--- config.mk ---
export PLATFORM = sky130hd
export DESIGN_NAME = trigger_sequencer_of_verifla
export DESIGN_NICKNAME = d
export VERILOG_FILES = /design/src/rtl/trigger_sequencer_of_verifla_pkg.sv /design/src/rtl/trigger_sequencer_of_verifla_stage_regs.sv /design/src/rtl/trigger_sequencer_of_verifla.sv
export SDC_FILE = /design/constraint.sdc
export NUM_CORES = 1
export LEC_CHECK = 0
export CAP_MARGIN = 25
export CORE_AREA = 2 2 146 148
export CTS_CLUSTER_DIAMETER = 60
export DETAILED_ROUTE_END_ITERATION = 8
export DIE_AREA = 0 0 148 150
export DONT_BUFFER_PORTS = 1
export GPL_TIMING_DRIVEN = 0
export HOLD_SLACK_MARGIN = 0.02
export PLACE_DENSITY = 0.66
export SLEW_MARGIN = 30
export SYNTH_ARGS = -nofsm -noshare
export SYNTH_HDL_FRONTEND = slang
export SYNTH_SLANG_ARGS = --single-unit
--- constraint.sdc ---
create_clock -name clk -period 5.56 [get_ports clk]
set_input_delay 0.556 -clock clk [delete_from_list [all_inputs] [get_ports clk]]
set_output_delay 0.556 -clock clk [all_outputs]
set_load 0.1 [all_outputs]
--- src/rtl/trigger_sequencer_of_verifla_pkg.sv ---
// Shared definitions for the multi-stage trigger sequencer: FSM encodings,
// configuration register offsets and the num_stages register address.
package trigger_sequencer_of_verifla_pkg;

  typedef enum logic [1:0] {
    SEQ_IDLE  = 2'd0,
    SEQ_MATCH = 2'd1,
    SEQ_FIRE  = 2'd2,
    SEQ_HOLD  = 2'd3
  } seq_state_t;

  localparam logic [1:0] REG_MASK    = 2'd0;
  localparam logic [1:0] REG_VALUE   = 2'd1;
  localparam logic [1:0] REG_COUNT   = 2'd2;
  localparam logic [1:0] REG_TIMEOUT = 2'd3;

  function automatic int reg_num_stages(input int max_stages);
    return 4 * max_stages;
  endfunction

  function automatic int max_bits(input int a, input int b);
    return (a > b) ? a : b;
  endfunction

endpackage

--- src/rtl/trigger_sequencer_of_verifla_stage_regs.sv ---
// Stage configuration register file with write-accept and cfg_err logic.
// Per-stage timeout registers exist only when LA_TRIGSEQ_TIMEOUT_EN is defined.
module trigseq_stage_regs
  import trigger_sequencer_of_verifla_pkg::*;
#(
  parameter int DATA_BITS     = 8,
  parameter int MAX_STAGES    = 4,
  parameter int COUNT_BITS    = 16,
  parameter int CFG_ADDR_BITS = 5,
  parameter int WDATA_BITS    = 16,
  parameter int SIDX          = 2
) (
  input  logic                     clk,
  input  logic                     rst_l,
  input  logic                     idle,
  input  logic                     cfg_wen,
  input  logic [CFG_ADDR_BITS-1:0] cfg_addr,
  input  logic [WDATA_BITS-1:0]    cfg_wdata,
  input  logic [SIDX-1:0]          sel,
  output logic [DATA_BITS-1:0]     mask,
  output logic [DATA_BITS-1:0]     value,
  output logic [COUNT_BITS-1:0]    count,
`ifdef LA_TRIGSEQ_TIMEOUT_EN
  output logic [COUNT_BITS-1:0]    timeout,
`endif
  output logic [3:0]               num_stages,
  output logic                     cfg_err
);

  localparam logic [CFG_ADDR_BITS-1:0] NUM_ADDR = CFG_ADDR_BITS'(reg_num_stages(MAX_STAGES));

  logic [DATA_BITS-1:0]  mask_r  [MAX_STAGES];
  logic [DATA_BITS-1:0]  value_r [MAX_STAGES];
  logic [COUNT_BITS-1:0] count_r [MAX_STAGES];
`ifdef LA_TRIGSEQ_TIMEOUT_EN
  logic [COUNT_BITS-1:0] tmo_r   [MAX_STAGES];
`endif

  logic [SIDX-1:0] wsel;
  logic [3:0]      wnum;
  assign wsel = cfg_addr[SIDX+1:2];
  assign wnum = cfg_wdata[3:0];

  always_ff @(posedge clk) begin
    if (!rst_l) begin
      for (int s = 0; s < MAX_STAGES; s++) begin
        mask_r[s]  <= '0;
        value_r[s] <= '0;
        count_r[s] <= '0;
`ifdef LA_TRIGSEQ_TIMEOUT_EN
        tmo_r[s]   <= '0;
`endif
      end
      num_stages <= '0;
      cfg_err    <= 1'b0;
    end else begin
      // A write outside SEQ_IDLE is dropped and flagged one cycle later
      cfg_err <= cfg_wen && !idle;
      if (cfg_wen && idle) begin
        if (cfg_addr == NUM_ADDR) begin
          num_stages <= (wnum > 4'(MAX_STAGES)) ? 4'(MAX_STAGES) : wnum;
        end else if (cfg_addr < NUM_ADDR) begin
          case (cfg_addr[1:0])
            REG_MASK:    mask_r[wsel]  <= cfg_wdata[DATA_BITS-1:0];
            REG_VALUE:   value_r[wsel] <= cfg_wdata[DATA_BITS-1:0];
            REG_COUNT:   count_r[wsel] <= cfg_wdata[COUNT_BITS-1:0];
`ifdef LA_TRIGSEQ_TIMEOUT_EN
            REG_TIMEOUT: tmo_r[wsel]   <= cfg_wdata[COUNT_BITS-1:0];
`endif
            default: ;
          endcase
        end
      end
    end
  end

  assign mask  = mask_r[sel];
  assign value = value_r[sel];
  assign count = count_r[sel];
`ifdef LA_TRIGSEQ_TIMEOUT_EN
  assign timeout = tmo_r[sel];
`endif

endmodule

--- src/rtl/trigger_sequencer_of_verifla.sv ---
// Multi-stage trigger sequencer driving the capture monitor's trigqual/exttrig.
// Optional per-stage timeout restart is enabled by defining LA_TRIGSEQ_TIMEOUT_EN.
module trigger_sequencer_of_verifla
  import trigger_sequencer_of_verifla_pkg::*;
#(
  parameter int DATA_BITS     = 8,
  parameter int MAX_STAGES    = 4,
  parameter int COUNT_BITS    = 16,
  parameter int CFG_ADDR_BITS = 5,
  parameter int WDATA_BITS    = max_bits(DATA_BITS, COUNT_BITS)
) (
  input  logic                     clk,
  input  logic                     rst_l,
  input  logic                     cqual,
  input  logic [DATA_BITS-1:0]     data_in,
  input  logic                     armed,
  input  logic                     triggered,
  input  logic                     cfg_wen,
  input  logic [CFG_ADDR_BITS-1:0] cfg_addr,
  input  logic [WDATA_BITS-1:0]    cfg_wdata,
  output logic                     trigqual,
  output logic                     exttrig,
  output logic [2:0]               seq_stage,
  output logic                     seq_busy,
  output logic                     cfg_err
);

  localparam int SIDX = (MAX_STAGES > 1) ? $clog2(MAX_STAGES) : 1;

  seq_state_t state, state_n;
  logic [2:0]            stage, stage_n;
  logic [COUNT_BITS-1:0] hits, hits_n;
  logic [DATA_BITS-1:0]  smp;
  logic [DATA_BITS-1:0]  mask, value;
  logic [COUNT_BITS-1:0] count, cnt_eff;
  logic [3:0]            num_stages;
  logic                  stage_match, hit_done, hit_last;
`ifdef LA_TRIGSEQ_TIMEOUT_EN
  logic [COUNT_BITS-1:0] timeout, tmr, tmr_n, tmr_step;
`endif

  trigseq_stage_regs #(
    .DATA_BITS     (DATA_BITS),
    .MAX_STAGES    (MAX_STAGES),
    .COUNT_BITS    (COUNT_BITS),
    .CFG_ADDR_BITS (CFG_ADDR_BITS),
    .WDATA_BITS    (WDATA_BITS),
    .SIDX          (SIDX)
  ) u_regs (
    .clk        (clk),
    .rst_l      (rst_l),
    .idle       (state == SEQ_IDLE),
    .cfg_wen    (cfg_wen),
    .cfg_addr   (cfg_addr),
    .cfg_wdata  (cfg_wdata),
    .sel        (stage[SIDX-1:0]),
    .mask       (mask),
    .value      (value),
    .count      (count),
`ifdef LA_TRIGSEQ_TIMEOUT_EN
    .timeout    (timeout),
`endif
    .num_stages (num_stages),
    .cfg_err    (cfg_err)
  );

  // smp lags data_in by one qualified sample, in step with the monitor
  assign stage_match = ((smp & mask) == (value & mask));
  assign cnt_eff     = (count == '0) ? COUNT_BITS'(1) : count;
  assign hit_done    = ((hits + COUNT_BITS'(1)) == cnt_eff);
  assign hit_last    = ({1'b0, stage} == (num_stages - 4'd1));

  always_comb begin
    state_n = state;
    stage_n = stage;
    hits_n  = hits;
`ifdef LA_TRIGSEQ_TIMEOUT_EN
    tmr_n    = tmr;
    tmr_step = (stage != 3'd0) ? tmr + COUNT_BITS'(1) : tmr;
`endif
    case (state)
      SEQ_IDLE: begin
        if (armed && (num_stages != 4'd0)) begin
          state_n = SEQ_MATCH;
          stage_n = 3'd0;
          hits_n  = '0;
`ifdef LA_TRIGSEQ_TIMEOUT_EN
          tmr_n   = '0;
`endif
        end
      end
      SEQ_MATCH: begin
        // Abort takes priority over any match in the same cycle
        if (!armed) begin
          state_n = SEQ_IDLE;
          stage_n = 3'd0;
        end else if (cqual) begin
`ifdef LA_TRIGSEQ_TIMEOUT_EN
          tmr_n = tmr_step;
`endif
          if (stage_match) begin
            if (hit_done && hit_last) begin
              state_n = SEQ_FIRE;
            end else if (hit_done) begin
              stage_n = stage + 3'd1;
              hits_n  = '0;
`ifdef LA_TRIGSEQ_TIMEOUT_EN
              tmr_n   = '0;
`endif
            end else begin
              hits_n = hits + COUNT_BITS'(1);
            end
          end
`ifdef LA_TRIGSEQ_TIMEOUT_EN
          else if ((stage != 3'd0) && (timeout != '0) && (tmr_step >= timeout)) begin
            stage_n = 3'd0;
            hits_n  = '0;
            tmr_n   = '0;
          end
`endif
        end
      end
      SEQ_FIRE: begin
        if (!armed) begin
          state_n = SEQ_IDLE;
          stage_n = 3'd0;
        end else if (triggered) begin
          state_n = SEQ_HOLD;
        end
      end
      SEQ_HOLD: begin
        if (!armed) begin
          state_n = SEQ_IDLE;
          stage_n = 3'd0;
        end
      end
      default: begin
        state_n = SEQ_IDLE;
        stage_n = 3'd0;
      end
    endcase
  end

  always_ff @(posedge clk) begin
    if (!rst_l) begin
      state   <= SEQ_IDLE;
      stage   <= 3'd0;
      hits    <= '0;
      smp     <= '0;
      exttrig <= 1'b0;
`ifdef LA_TRIGSEQ_TIMEOUT_EN
      tmr     <= '0;
`endif
    end else begin
      state   <= state_n;
      stage   <= stage_n;
      hits    <= hits_n;
      exttrig <= (state_n == SEQ_FIRE);
`ifdef LA_TRIGSEQ_TIMEOUT_EN
      tmr     <= tmr_n;
`endif
      if (cqual) smp <= data_in;
    end
  end

  assign trigqual  = (num_stages == 4'd0);
  assign seq_busy  = (state != SEQ_IDLE);
  assign seq_stage = stage;

endmodule

==> Word-level counts from Yosys, hierarchy flattened <==
Memories as Yosys holds them, arrays and structs flattened. A register that Yosys moved wholly into a read port is not among the register bits.
Index checks and enable logic that the tools add are counted.
{ "classes": {"n_addsub": 3, "order_cmp": 2, "eq_ne": 20, "mux": 60, "bitwise": 2, "reduce_logical": 19} }
{ "ops": {"columns": ["op", "n"], "rows": [
  ["16-bit 2-to-1 mux", 8],
  ["2-bit 2-to-1 mux", 17],
  ["16-bit one-hot mux with 2 select lines", 1],
  ["1-bit 2-to-1 mux", 22],
  ["3-bit 2-to-1 mux", 7],
  ["16-bit by 1-bit adder with 16-bit output (second input constant)", 1],
  ["8-bit AND", 2],
  ["16-bit == test", 1],
  ["16-bit zero test", 1],
  ["8-bit 2-to-1 mux", 2],
  ["16-bit OR reduction", 1],
  ["8-bit OR reduction", 2],
  ["2-bit != test (second input constant)", 6],
  ["3-bit != test (second input constant)", 4],
  ["6-bit AND reduction", 2],
  ["3-bit one-hot mux with 3 select lines", 1],
  ["2-bit == test (second input constant)", 4],
  ["8-bit == test", 1],
  ["2-bit one-hot mux with 4 select lines", 1],
  ["5-bit == test (second input constant)", 1],
  ["5-bit < comparator (second input constant)", 1],
  ["2-bit by 1-bit == test with 1-bit output (second input constant)", 2],
  ["3-bit by 4-bit == test with 1-bit output", 1],
  ["4-bit by 3-bit > comparator with 1-bit output (second input constant)", 1],
  ["other kinds (11)", 16]
]} }
{ "word_totals": {"reg_bits": 35, "ram_bits": 128, "in_bits": 35, "out_inout_bits": 7, "wordCells": 116, "memories": 3} }
{ "mem_list": {"columns": ["memory", "words", "word_bits", "rd", "rd_ports_with_merged_regs", "wr", "line_no", "source"], "rows": [
  ["u_regs.count_r", 4, 16, 1, 1, 4, "trigger_sequencer_of_verifla_stage_regs.sv:34", "logic [COUNT_BITS-1:0] count_r [MAX_STAGES];"],
  ["u_regs.mask_r", 4, 8, 1, 1, 4, "trigger_sequencer_of_verifla_stage_regs.sv:32", "logic [DATA_BITS-1:0] mask_r [MAX_STAGES];"],
  ["u_regs.value_r", 4, 8, 1, 1, 4, "trigger_sequencer_of_verifla_stage_regs.sv:33", "logic [DATA_BITS-1:0] value_r [MAX_STAGES];"]
]} }

==> Longest topological paths before layout <==
Gate-level depths: netlist of run 1.
{ "depth": {"depth_word": 11, "mapped_depth": 15, "ltp_nobuf": 10} }

==> Hierarchy <==
A second synthesis of run 1 with hierarchy kept.
{ "unflattened": {"hier_cells": 676, "hier_area_um2": 8087.8} }
{ "by_module_without_submodules": {"columns": ["mod", "instances", "cells_per_inst", "area_per_inst_um2", "seq_area_each_um2"], "rows": [
  ["trigseq_stage_regs", 1, 391, 5813.1, 3943.8],
  ["trigger_sequencer_of_verifla", 1, 285, 2274.7, 600.6]
]} }

==> Least setup slack after synthesis of run 1 <==
OpenSTA, ideal clock, no wires.
{ "synth_timing": {"path_type": "flip-flop to flip-flop", "from": "reg u_regs.num_stages[0]", "to": "reg (tool-made name)", "setup_time_ps": 78, "arrival_time_ps": 3846, "required_ps": 5482, "setup_slack_ps": 1636, "stages_incl_launch_ff": 8, "n_path_buf": 0, "period_less_slack_ps": 3924, "cell_sequence": "dfxtp_1 inv_1 ha_1 nor3b_1 and2b_2 o21ai_0 o21ai_0 a21oi_1"} }
{ "synth_lines": {"columns": ["item", "line_no", "source"], "rows": [
  ["from (decl)", "trigger_sequencer_of_verifla_stage_regs.sv:26", "output logic [3:0] num_stages,"],
  ["from (signal assigned)", "trigger_sequencer_of_verifla_stage_regs.sv:61", "num_stages <= (wnum > 4'(MAX_STAGES)) ? 4'(MAX_STAGES) : wnum;"]
]} }

==> Worst setup path after layout of run 1 <==
{ "layout_timing": {"from": "reg hits[0]", "to": "reg hits[10]"} }
{ "layout_between": {"elab_chain_len": 8, "word_cells_on_any_way": 11, "cone_classes": "add/sub: 1; eq/ne: 2; mux: 6; reduce/logical: 2"} }
{ "layout_rtl": {"columns": ["item", "line_no", "source"], "rows": [
  ["from (decl)", "trigger_sequencer_of_verifla.sv:32", "logic [COUNT_BITS-1:0] hits, hits_n;"],
  ["from (signal assigned)", "trigger_sequencer_of_verifla.sv:157", "hits <= hits_n;"],
  ["16-bit by 1-bit adder with 16-bit output *", "trigger_sequencer_of_verifla.sv:70, trigger_sequencer_of_verifla.sv:111", null],
  ["16-bit == test", "trigger_sequencer_of_verifla.sv:70", "assign hit_done = ((hits + COUNT_BITS'(1)) == cnt_eff);"],
  ["16-bit 2-to-1 mux", "trigger_sequencer_of_verifla.sv:104", "end else if (hit_done) begin"],
  ["16-bit 2-to-1 mux", "trigger_sequencer_of_verifla.sv:102", "if (hit_done && hit_last) begin"],
  ["16-bit 2-to-1 mux", "trigger_sequencer_of_verifla.sv:101", "if (stage_match) begin"],
  ["16-bit 2-to-1 mux", "trigger_sequencer_of_verifla.sv:97", "end else if (cqual) begin"],
  ["16-bit 2-to-1 mux", "trigger_sequencer_of_verifla.sv:94", "if (!armed) begin"],
  ["16-bit one-hot mux with 2 select lines", "trigger_sequencer_of_verifla.sv:81", "case (state)"]
]} }
Mark *: on every way between the ends. The rest lies on a longest branch, timed or not. The select of a mux whose other input is x is not followed.
A chain may end at the register's enable or synchronous reset.

==> key figures, run 1 <==
Routing
  – Number of search-and-repair iterations in the first detailed-routing pass: 5
  – Remaining DRCs: 0
  – Number of nets with antenna violations after routing: 0
  – Vias after detailed routing: around 5.6k
  – Final routed wirelength across all metal layers: between 15 and 20 mm
  – Ratio of routed vias to standard cells: about 5.4
  – Number of design-rule violations left by the first detailed-router iteration: ~530
  – Wire length per cell: 19.2 µm

Yosys
  – Fraction of synthesized cell area taken by the top area cell type: 0.474
  – Count of flip-flops with a built-in enable after synthesis: approximately 130
  – Primary flip-flop cell chosen by synthesis mapping: sky130_fd_sc_hd__edfxtp_1
  – Total number of yosys warnings: 0
  – Avg Inst Size Synth: ~11 µm²
  – Total of flip-flops plus latches after synthesis: between 150 and 200
  – Synthesized Nets: between 700 and 800
  – Count of different cell masters after synthesis: 71
  – Mapped cell area: approximately 8100 µm²
  – Async set-reset flop share out of synthesis: 0
  – Biggest area contributors in the synthesized netlist: sky130_fd_sc_hd__edfxtp_1 47%, sky130_fd_sc_hd__dfxtp_1 9.1%, sky130_fd_sc_hd__nor2_1 5.6%
  – Instance count of the mapped netlist: between 700 and 800
  – Sequential element share of the synthesized area: 0.565
  – Library cell occupying the most area in the post-synthesis netlist: sky130_fd_sc_hd__edfxtp_1

Clock network
  – Total of cells resized after clock tree synthesis: 0
  – Cts bufs inserted: 17
  – Number of setup buffers added after CTS: 0
  – CTS H-tree lvls: 4
  – Source-to-sink clock delay at the later pin of the worst-skew pair: 0.43 ns
  – Max Buffers Root-to-Sink: 2
  – Number of hold buffers added after cts: 0
  – Clock tree from TritonCTS: yes
  – Buffer type at the clock tree root: sky130_fd_sc_hd__clkbuf_16
  – Number of clock sinks: ~170
  – Clock-pin slew on the worst setup and hold paths: 0.07 ns

Die
  – Initial cell density of the core: 0.392
  – Top-level port count: 42
  – Die Footprint: between 20000 and 25000 µm²
  – Die Y-Extent: 150 µm
  – Horizontal extent of the die: approximately 150 µm
  – Number of cell rows: between 50 and 60
  – Placeable core region: ~21000 µm²

Global routing
  – First-pass GRT wire length: between 30 and 40 mm
  – Most Used Layer, Global Route: met2
  – Largest net degree at the start of global routing: 18
  – Number of global-route vias before repair: ~5.4k
  – Antenna violations before repair: 1
  – Met1 track demand over resource: 0.243
  – GR Overflow Total: 0
  – Met2 Usage GRT: 0.288
  – GRT Total Usage: 0.185
  – Met3 GRT Util: 0.0607

Hold path
  – Critical hold path startpoint: data_in[6]
  – Worst hold path stage count: 2
  – Hold Crit Class: input pin to flip-flop
  – Hold Path End: smp[6]

Outcome
  – Status: complete, no violations

STA
  – Setup repair after global routing missed its margin: no
  – Worst Max-Slew Pin Slew: just under 1 ns
  – Final clock skew: 0.00956 ns
  – Fmax: around 0.28 GHz
  – Minimum period implied by the final worst setup slack: ~3.5 ns
  – Period utilisation layout: 0.634
  – Headroom to the max-slew limit: 0.355
  – Final setup viols: 0
  – Max-slew violation total from the final report: 0
  – Hold Vio Cnt, Final: 0
  – Setup TNS: 0 ns

Cells and area
  – Core occupancy in the finished layout: 0.442
  – Net count of the finished layout: 778
  – Area added between synthesis and finish: 12.8%
  – Proportion of layout cells with a drive suffix above 1: 0.123

Placed design
  – DPL Wire Length: 14.1 mm
  – IO Port Bufs: 0
  – Global placement routability congestion: 0.821

Critical path
  – Source of the critical timing path: hits[0]
  – Startpoint type of the worst setup path: flip-flop
  – Startpoint of the worst register-to-register path: hits[0]
  – Req. time, crit path: roughly 6 ns
  – Critical-path maximum fanout: 10
  – Terminus of the critical flop-to-flop path: hits[10]
  – Worst setup path class: flip-flop to flip-flop
  – Worst EP arrival: roughly 3.8 ns
  – Register-to-Register Setup Slack: between 2 and 2.5 ns
  – Length in cells of the worst reg-to-reg path: 11
  – Worst setup EP type: flip-flop

Power and ir drop
  – Total power divided by cell area: 292 nW/µm²
  – Leakage power: approximately 3.5 nW
  – Max rail drop VDD: around 170 µV

Job
  – Max-capacitance violation count: 0
[cells in the final DEF (no fill, tap or decap), drive strengths merged, types with 17 or more instances in the layout]
| master | Yosys | routed |
|---|---|---|
| a21oi | 18 | 18 |
| buf | 15 | 20 |
| clkbuf | 24 | 41 |
| dfxtp | 37 | 37 |
| edfxtp | 128 | 128 |
| inv | 42 | 52 |
| mux4 | 19 | 19 |
| nand2 | 67 | 67 |
| nor2 | 122 | 122 |
| nor3 | 26 | 26 |
| o21ai | 21 | 21 |
| xnor2 | 17 | 17 |
[cells by family after synthesis]
family / after synthesis / synth area share
mux: 28 / 0.0686
xor+xnor: 28 / 0.0392
compound gates: 91 / 0.0799
simple gates: 318 / 0.193
buf+inv: 81 / 0.0481
flops: 165 / 0.565
fa+ha+maj: 4 / 0.00617
[worst max path at each step]
stage | to | slack [ns] | depth (start not counted)
finish | hits[10] | 2.03 | 11
global route | seq_stage[0] | 1.74 | 12
CTS | hits[10] | 2.02 | 11
detailed placement | hits[10] | 2.06 | 11
global placement | flip-flop | 1.19 | 7
floorplan | flip-flop | 1.64 | 7
[synth_stat cells (8+ instances only)]
master and n:
sky130_fd_sc_hd__mux4_1 10, sky130_fd_sc_hd__dfxtp_1 37, sky130_fd_sc_hd__nand2_1 67, sky130_fd_sc_hd__a21oi_1 18, sky130_fd_sc_hd__mux4_2 9, sky130_fd_sc_hd__nor2_1 122, sky130_fd_sc_hd__nand2b_1 11, sky130_fd_sc_hd__o21ai_0 20
sky130_fd_sc_hd__inv_1 42, sky130_fd_sc_hd__xnor2_1 17, sky130_fd_sc_hd__nor3_1 26, sky130_fd_sc_hd__and3_1 13, sky130_fd_sc_hd__nand4_1 12, sky130_fd_sc_hd__nand3b_1 11, sky130_fd_sc_hd__mux2i_1 8, sky130_fd_sc_hd__nand3_1 14
sky130_fd_sc_hd__edfxtp_1 128, sky130_fd_sc_hd__a211o_1 13, sky130_fd_sc_hd__clkbuf_1 22
[cell type report]
class                   instances  area (µm²)
clock buffers                  17         425
fillers                      1916       11500
plain buffers                  39         233
inverters                      42         158
clock inverters                14         138
diodes                          3        7.51
well taps                     275         344
multi-input cells             469        3180
repair buffers                  5        80.1
flip-flops and latches        165        4590
[power breakdown]
part / internal (mW) / leakage [nW] / switching [mW] / total (mW)
clock network: 0.595 / 0.277 / 0.542 / 1.14
logic: 0.0516 / 1.58 / 0.0939 / 0.145
registers: 1.36 / 1.64 / 0.0234 / 1.39
[through the flow]
step,total power [mW],hold slack (ns),worst slack [ns],instance area [µm²],instances
floorplan,1.50,0.481,1.64,8120,715
global placement,1.55,0.506,1.19,8460,990
detailed placement,1.56,0.517,2.06,8580,995
CTS,2.68,0.276,2.02,9150,1026
global route,2.75,0.285,1.74,9150,1029
finish,2.67,0.282,2.03,9150,1029
[per-layer routing]
layer	share of wire	vias up
li1	-	2666
met1	0.42	2689
met2	0.46	220
met3	0.094	31
met4	0.023	2
met5	0.0054	-
[worst max-delay path: stages (launching register included)]
cell and delay [ns]:
sky130_fd_sc_hd__dfxtp_1 0.45, sky130_fd_sc_hd__ha_1 0.30, sky130_fd_sc_hd__and4_1 0.21, sky130_fd_sc_hd__clkbuf_1 0.27, sky130_fd_sc_hd__nand4_1 0.22, sky130_fd_sc_hd__xnor2_1 0.30
sky130_fd_sc_hd__nand4_4 0.17, sky130_fd_sc_hd__or4b_4 0.57, sky130_fd_sc_hd__o21ai_2 0.38, sky130_fd_sc_hd__buf_6 0.22, sky130_fd_sc_hd__nor3_1 0.05, sky130_fd_sc_hd__a211o_1 0.27
[registers in the layout, summed over array words and instances, names as in the netlist, named ones only]
signal / count
u_regs.cfg_err: 1
u_regs.num_stages: 4
hits: 16
exttrig: 1
state: 2
u_regs.count_r: 64
smp: 8
u_regs.value_r: 32
u_regs.mask_r: 32
seq_stage: 3
No activity file was read; power rests on OpenSTA's default activity.
==> run 2: changes to the inputs <==
- clock period: 5.56 -> 3.4 ns (I/O delays scaled with it)
==> run 2 against run 1 <==
Against the previous run: hold slack got worse by 0.22 ns; critical path depth unchanged; maximum frequency increased by 5.3%; utilization increased by 1.2 points; clock power increased by 73%; first-iteration DRC count increased by 0.57%; register-to-register slack got worse by 2.0 ns; die area unchanged; worst setup slack got worse by 2.0 ns.
==> key figures, run 2 (synthesis gave the netlist of run 1 again) <==
Routing
  – Number of design-rule violations left by the first detailed-router iteration: around 530
  – Wire length per cell: between 15 and 20 µm
  – Number of search-and-repair iterations in the first detailed-routing pass: 5
  – Number of nets with antenna violations after routing: 0
  – Remaining DRCs: 0
  – Ratio of routed vias to standard cells: approximately 5.5
  – Vias after detailed routing: 5722
  – Final routed wirelength across all metal layers: 20.2 mm

Clock network
  – Buffer type at the clock tree root: sky130_fd_sc_hd__clkbuf_16
  – Max Buffers Root-to-Sink: 2
  – Source-to-sink clock delay at the later pin of the worst-skew pair: 0.43 ns
  – Number of clock sinks: 165
  – Clock tree from TritonCTS: yes
  – Cts bufs inserted: 17
  – CTS H-tree lvls: 4
  – Clock-pin slew on the worst setup and hold paths: about 0.070 ns

Die
  – Placeable core region: between 20000 and 25000 µm²
  – Number of cell rows: 53
  – Die Y-Extent: approximately 150 µm
  – Top-level port count: 42
  – Die Footprint: about 22000 µm²
  – Horizontal extent of the die: around 150 µm
  – Initial cell density of the core: 0.392

Critical path
  – Startpoint type of the worst setup path: flip-flop
  – Register-to-Register Setup Slack: 0.05 ns
  – Worst setup EP type: flip-flop
  – Dominant cell type by count on the critical path: sky130_fd_sc_hd__buf_12
  – Cells along the critical path: buf_12 > mux4_1 > xnor2_1 > nor3_1 > o2111ai_2 > or4b_4 > o31ai_4 > and3_1 > buf_6 > buf_12 > a211o_1
  – Worst EP arrival: 3.72 ns
  – Maximum cell stage delay along the critical path: 0.66 ns
  – Critical-path cell with the highest stage delay: sky130_fd_sc_hd__mux4_1
  – Critical path buffers and inverters: 3
  – Length in cells of the worst reg-to-reg path: 11
  – Worst setup path class: flip-flop to flip-flop
  – Req. time, crit path: ~3.8 ns
  – Critical path's top delay family: simple AND/OR/NAND/NOR gates
  – Critical-path maximum fanout: 10
  – Terminus of the critical flop-to-flop path: hits[8]

Global routing
  – Number of global-route vias before repair: roughly 5.4k
  – GRT Total Usage: 0.183
  – Antenna violations before repair: 1
  – GR Overflow Total: 0
  – First-pass GRT wire length: between 30 and 40 mm
  – Largest net degree at the start of global routing: 19

Placed design
  – DPL Wire Length: ~14 mm
  – Global placement routability congestion: about 0.8
  – Instance area after placement: around 8600 µm²
  – IO Port Bufs: 0

STA
  – Worst Max-Slew Pin Slew: roughly 0.9 ns
  – Hold Vio Cnt, Final: 0
  – Setup TNS: 0 ns
  – Fmax: roughly 0.30 GHz
  – Max-slew violation total from the final report: 0
  – Minimum period implied by the final worst setup slack: approximately 3.3 ns
  – Final setup viols: 0
  – Worst hold slack across all endpoints: about 0.06 ns
  – Final clock skew: ~0.0092 ns
  – Setup repair after global routing missed its margin: yes
  – Period utilisation layout: 0.985
  – Headroom to the max-slew limit: 0.379

Cells and area
  – Final instance area: roughly 9400 µm²
  – Register with the most flip-flops: u_regs.count_r
  – Net count of the finished layout: 792
  – Core occupancy in the finished layout: 0.455
  – Area added between synthesis and finish: 15.9%
  – Proportion of layout cells with a drive suffix above 1: 0.168
  – Biggest registers after layout: u_regs.count_r (64), u_regs.mask_r (32), u_regs.value_r (32)
  – Most common cell after layout, fill and taps aside: sky130_fd_sc_hd__edfxtp_1
  – Number of flip-flops under the largest register name: 64
  – Most used cells in the layout excluding fill and tap cells: 128 x sky130_fd_sc_hd__edfxtp_1, 122 x sky130_fd_sc_hd__nor2_1, 67 x sky130_fd_sc_hd__nand2_1

Power and ir drop
  – Total power divided by cell area: ~480 nW/µm²
  – Leakage power: approximately 3.6 nW
  – Max rail drop VDD: ~330 µV

Hold path
  – Critical hold path startpoint: data_in[0]
  – Hold Crit Class: input pin to flip-flop
  – Worst hold path stage count: 2
  – Hold Path End: smp[0]

Outcome
  – Status: complete, no violations

Job
  – Max-capacitance violation count: 0
==> run 2: worst max-delay path by stage <==
| stage | startpoint | endpoint | slack (ns) | cells after the start |
|---|---|---|---|---|
| 2_1_floorplan | flip-flop | hits[10] | 0.35 | 11 |
| 5_1_grt | hits[11] | hits[8] | -0.09 | 11 |
| 6_report | flip-flop | hits[8] | 0.05 | 11 |
| 4_1_cts | flip-flop | hits[8] | 0.003 | 11 |
| 3_5_place_dp | flip-flop | hits[10] | -0.16 | 10 |
| 3_3_place_gp | state[1] | u_regs.count_r[3][10] | -0.73 | 5 |
==> run 2: report_power, final <==
part | leakage (nW) | total [mW] | switching, mW | internal (mW)
Clock | 0.298 | 1.97 | 0.912 | 1.06
Sequential | 1.64 | 2.27 | 0.0382 | 2.23
Combinational | 1.66 | 0.255 | 0.159 | 0.0961
Total | 3.60 | 4.49 | 1.11 | 3.38
==> run 2: metal layers <==
| metal | wire length (µm) | track usage |
|---|---|---|
| met1 | 8680 | 0.234 |
| met2 | 9470 | 0.293 |
| met3 | 1630 | 0.0628 |
| met4 | 344 | 0.0633 |
| met5 | 27 | 0 |
==> run 2: timing repair <==
item,4_1_cts,5_1_grt
resized for setup,8,23
setup endpoints to repair,17,20
pin swaps,4,10
hold buffers,0,0
setup buffers,6,8
==> run 2: area by class of cell <==
cell class | count | area (µm²)
clock inverters | 15 | 180
flip-flops and latches | 165 | 4590
diodes | 1 | 2.50
fillers | 1849 | 11300
inverters | 42 | 158
plain buffers | 37 | 240
multi-input cells | 469 | 3270
clock buffers | 17 | 425
repair buffers | 21 | 201
well taps | 275 | 344
==> run 2: stage by stage <==
stage / power, mW / std cells / worst slack (ns)
after floorplan: 2.46 / 715 / 0.353
after global placement: 2.53 / 990 / -0.726
after detailed placement: 2.55 / 997 / -0.161
after CTS: 4.49 / 1034 / 0.00254
after global routing: 4.61 / 1041 / -0.0885
final: 4.49 / 1042 / 0.0513
==> run 2: worst register-to-register path: cells and delay by family, from the launching register on <==
| family | cells | cell delay [ns] |
|---|---|---|
| xor+xnor | 1 | 0.17 |
| compound gates | 3 | 0.63 |
| buf+inv | 3 | 0.40 |
| flops | 1 | 0.35 |
| simple gates | 3 | 1.09 |
| mux | 1 | 0.66 |
==> run 3: changes to the inputs <==
- SETUP_SLACK_MARGIN: not set -> 0.3
==> run 3 against run 2 <==
Against the previous run: sequential cell count is the same; first-iteration DRC count rose by 7.7%; die area is the same; maximum frequency increased by 2.7%; combinational power rose by 9.4%; clock power about the same; register-to-register slack gained 0.09 ns; design area rose by 3.0%; critical path type unchanged.
==> key figures, run 3 (synthesis gave the netlist of run 1 again) <==
Outcome
  – Status: complete, no violations

Cells and area
  – Most common cell after layout, fill and taps aside: sky130_fd_sc_hd__edfxtp_1
  – Register with the most flip-flops: u_regs.count_r
  – Proportion of layout cells with a drive suffix above 1: 0.201
  – Area added between synthesis and finish: 19.4%
  – Most used cells in the layout excluding fill and tap cells: 128 x sky130_fd_sc_hd__edfxtp_1, 120 x sky130_fd_sc_hd__nor2_1, 66 x sky130_fd_sc_hd__nand2_1
  – Final instance area: 9690 µm²
  – Layout fillers: approximately 1.8k
  – Net count of the finished layout: slightly above 800
  – Diode count: 0
  – Number of flip-flops under the largest register name: 64
  – Core occupancy in the finished layout: 0.468
  – Biggest registers after layout: u_regs.count_r (64), u_regs.mask_r (32), u_regs.value_r (32)

Power and ir drop
  – Max rail drop VDD: about 340 µV
  – Total power divided by cell area: about 470 nW/µm²
  – Leakage power: approximately 3.7 nW
  – Total Power: 4.52 mW

Placed design
  – DPL Wire Length: around 14 mm
  – Global placement routability congestion: ~0.80
  – Instance area after placement: between 8000 and 9000 µm²
  – IO Port Bufs: 0
  – Setup WS pre-CTS: -0.161 ns

Critical path
  – Register-to-Register Setup Slack: approximately 0.14 ns
  – Startpoint type of the worst setup path: flip-flop
  – Critical-path maximum fanout: 10
  – Worst setup path class: flip-flop to flip-flop
  – Worst EP arrival: ~3.6 ns
  – Worst setup EP type: flip-flop
  – Length in cells of the worst reg-to-reg path: 13
  – Terminus of the critical flop-to-flop path: hits[8]
  – Req. time, crit path: around 3.8 ns

STA
  – Worst hold slack across all endpoints: 0.0583 ns
  – Worst Max-Slew Pin Slew: 0.934 ns
  – Hold Vio Cnt, Final: 0
  – Final clock skew: ~0.012 ns
  – Setup repair after global routing missed its margin: yes
  – Fin worst setup slack: around 0.14 ns
  – Max-slew violation total from the final report: 0
  – Period utilisation layout: 0.959
  – Minimum period implied by the final worst setup slack: 3.26 ns
  – Final setup viols: 0
  – Headroom to the max-slew limit: 0.373
  – Fmax: 0.307 GHz

Hold path
  – Worst hold path stage count: 2
  – Hold Crit Class: input pin to flip-flop
  – Hold Path End: smp[0]
  – Critical hold path startpoint: data_in[0]

Global routing
  – Met2 Usage GRT: 0.306
  – Largest net degree at the start of global routing: 19
  – Met1 track demand over resource: 0.237
  – Met3 GRT Util: 0.0622
  – GRT Total Usage: 0.188
  – Most Used Layer, Global Route: met2
  – First-pass GRT wire length: just over 30 mm
  – Number of global-route vias before repair: roughly 5.5k
  – GR Overflow Total: 0
  – Antenna violations before repair: 0

Die
  – Horizontal extent of the die: approximately 150 µm
  – Die Footprint: about 22000 µm²
  – Top-level port count: 42
  – Placeable core region: around 21000 µm²
  – Number of cell rows: 53
  – Die Y-Extent: roughly 150 µm
  – Initial cell density of the core: 0.392

Clock network
  – Clock tree from TritonCTS: yes
  – Cts bufs inserted: 17
  – CTS H-tree lvls: 4
  – Number of clock sinks: about 170
  – Source-to-sink clock delay at the later pin of the worst-skew pair: between 0.4 and 0.5 ns
  – Clock-pin slew on the worst setup and hold paths: about 0.07 ns
  – Max Buffers Root-to-Sink: 2
  – Buffer type at the clock tree root: sky130_fd_sc_hd__clkbuf_16

Routing
  – Number of design-rule violations left by the first detailed-router iteration: 572
  – Number of search-and-repair iterations in the first detailed-routing pass: 5
  – Wire length per cell: approximately 20 µm
  – Final routed wirelength across all metal layers: 20.7 mm
  – Number of nets with antenna violations after routing: 0
  – Remaining DRCs: 0
  – Ratio of routed vias to standard cells: 5.53
  – Vias after detailed routing: slightly below 6k

Job
  – Max-capacitance violation count: 0
-- run 3: cell count changes in the layout (fill, tap and decap cells not counted), sizes merged --
cell,before,now
diode,1,0
clkbuf,39,43
buf,36,47
-- run 3: worst max-delay path by stage --
stage,to,slack [ns],depth (start not counted)
3_3_place_gp,u_regs.count_r[3][10],-0.73,5
2_1_floorplan,hits[10],0.35,11
4_1_cts,hits[14],0.13,11
5_1_grt,hits[8],0.05,12
6_report,hits[8],0.14,13
3_5_place_dp,hits[10],-0.16,10
-- run 3: area by class of cell --
type,count,area (µm²),share of cell area
timing repair buffer,34,378,0.0390
inverter,42,158,0.0163
multi-input combinational,469,3340,0.345
clock buffer,17,425,0.0439
tap,275,344,0.0355
clock inverter,15,180,0.0186
sequential,165,4590,0.474
buffer,39,269,0.0278
-- run 3: timing repair --
| item | CTS | global route |
|---|---|---|
| cloned | 2 | 2 |
| endpoints found under the hold margin | 0 | 0 |
| gates resized for setup | 35 | 31 |
| buffers inserted | 12 | 11 |
| hold buffers | 0 | 0 |
| setup endpoints to repair | 21 | 63 |
| pin swaps | 12 | 19 |
-- run 3: metrics by stage --
step | cells | TNS [ns]
final | 1056 | 0
after detailed placement | 997 | -1.61
after global placement | 990 | -44.22
after CTS | 1043 | 0
after global routing | 1056 | 0
after floorplan | 715 | 0
-- run 3: power breakdown --
part | internal [mW] | switching, mW | total, mW
logic | 0.109 | 0.169 | 0.279
clock network | 1.06 | 0.916 | 1.97
registers | 2.23 | 0.0391 | 2.27
-- run 3: critical path, stage by stage, from the launching register on --
cell and delay (ns):
sky130_fd_sc_hd__dfxtp_4 0.37, sky130_fd_sc_hd__buf_8 0.14, sky130_fd_sc_hd__buf_12 0.14, sky130_fd_sc_hd__buf_4 0.11, sky130_fd_sc_hd__mux4_2 0.53, sky130_fd_sc_hd__xnor2_2 0.17
sky130_fd_sc_hd__xnor2_2 0.22, sky130_fd_sc_hd__nand4_4 0.14, sky130_fd_sc_hd__or4b_4 0.58, sky130_fd_sc_hd__o31ai_4 0.22, sky130_fd_sc_hd__and3_1 0.20, sky130_fd_sc_hd__buf_6 0.12
sky130_fd_sc_hd__buf_12 0.12, sky130_fd_sc_hd__a211o_1 0.12
-- run 3: routing by layer --
layer | share of wire | vias up | routed length (µm)
met1 | 0.42 | 2864 | 8670
met4 | 0.021 | 0 | 437
met3 | 0.087 | 35 | 1810
met2 | 0.47 | 224 | 9820
li1 | - | 2714 | -
met5 | 0 | - | 0
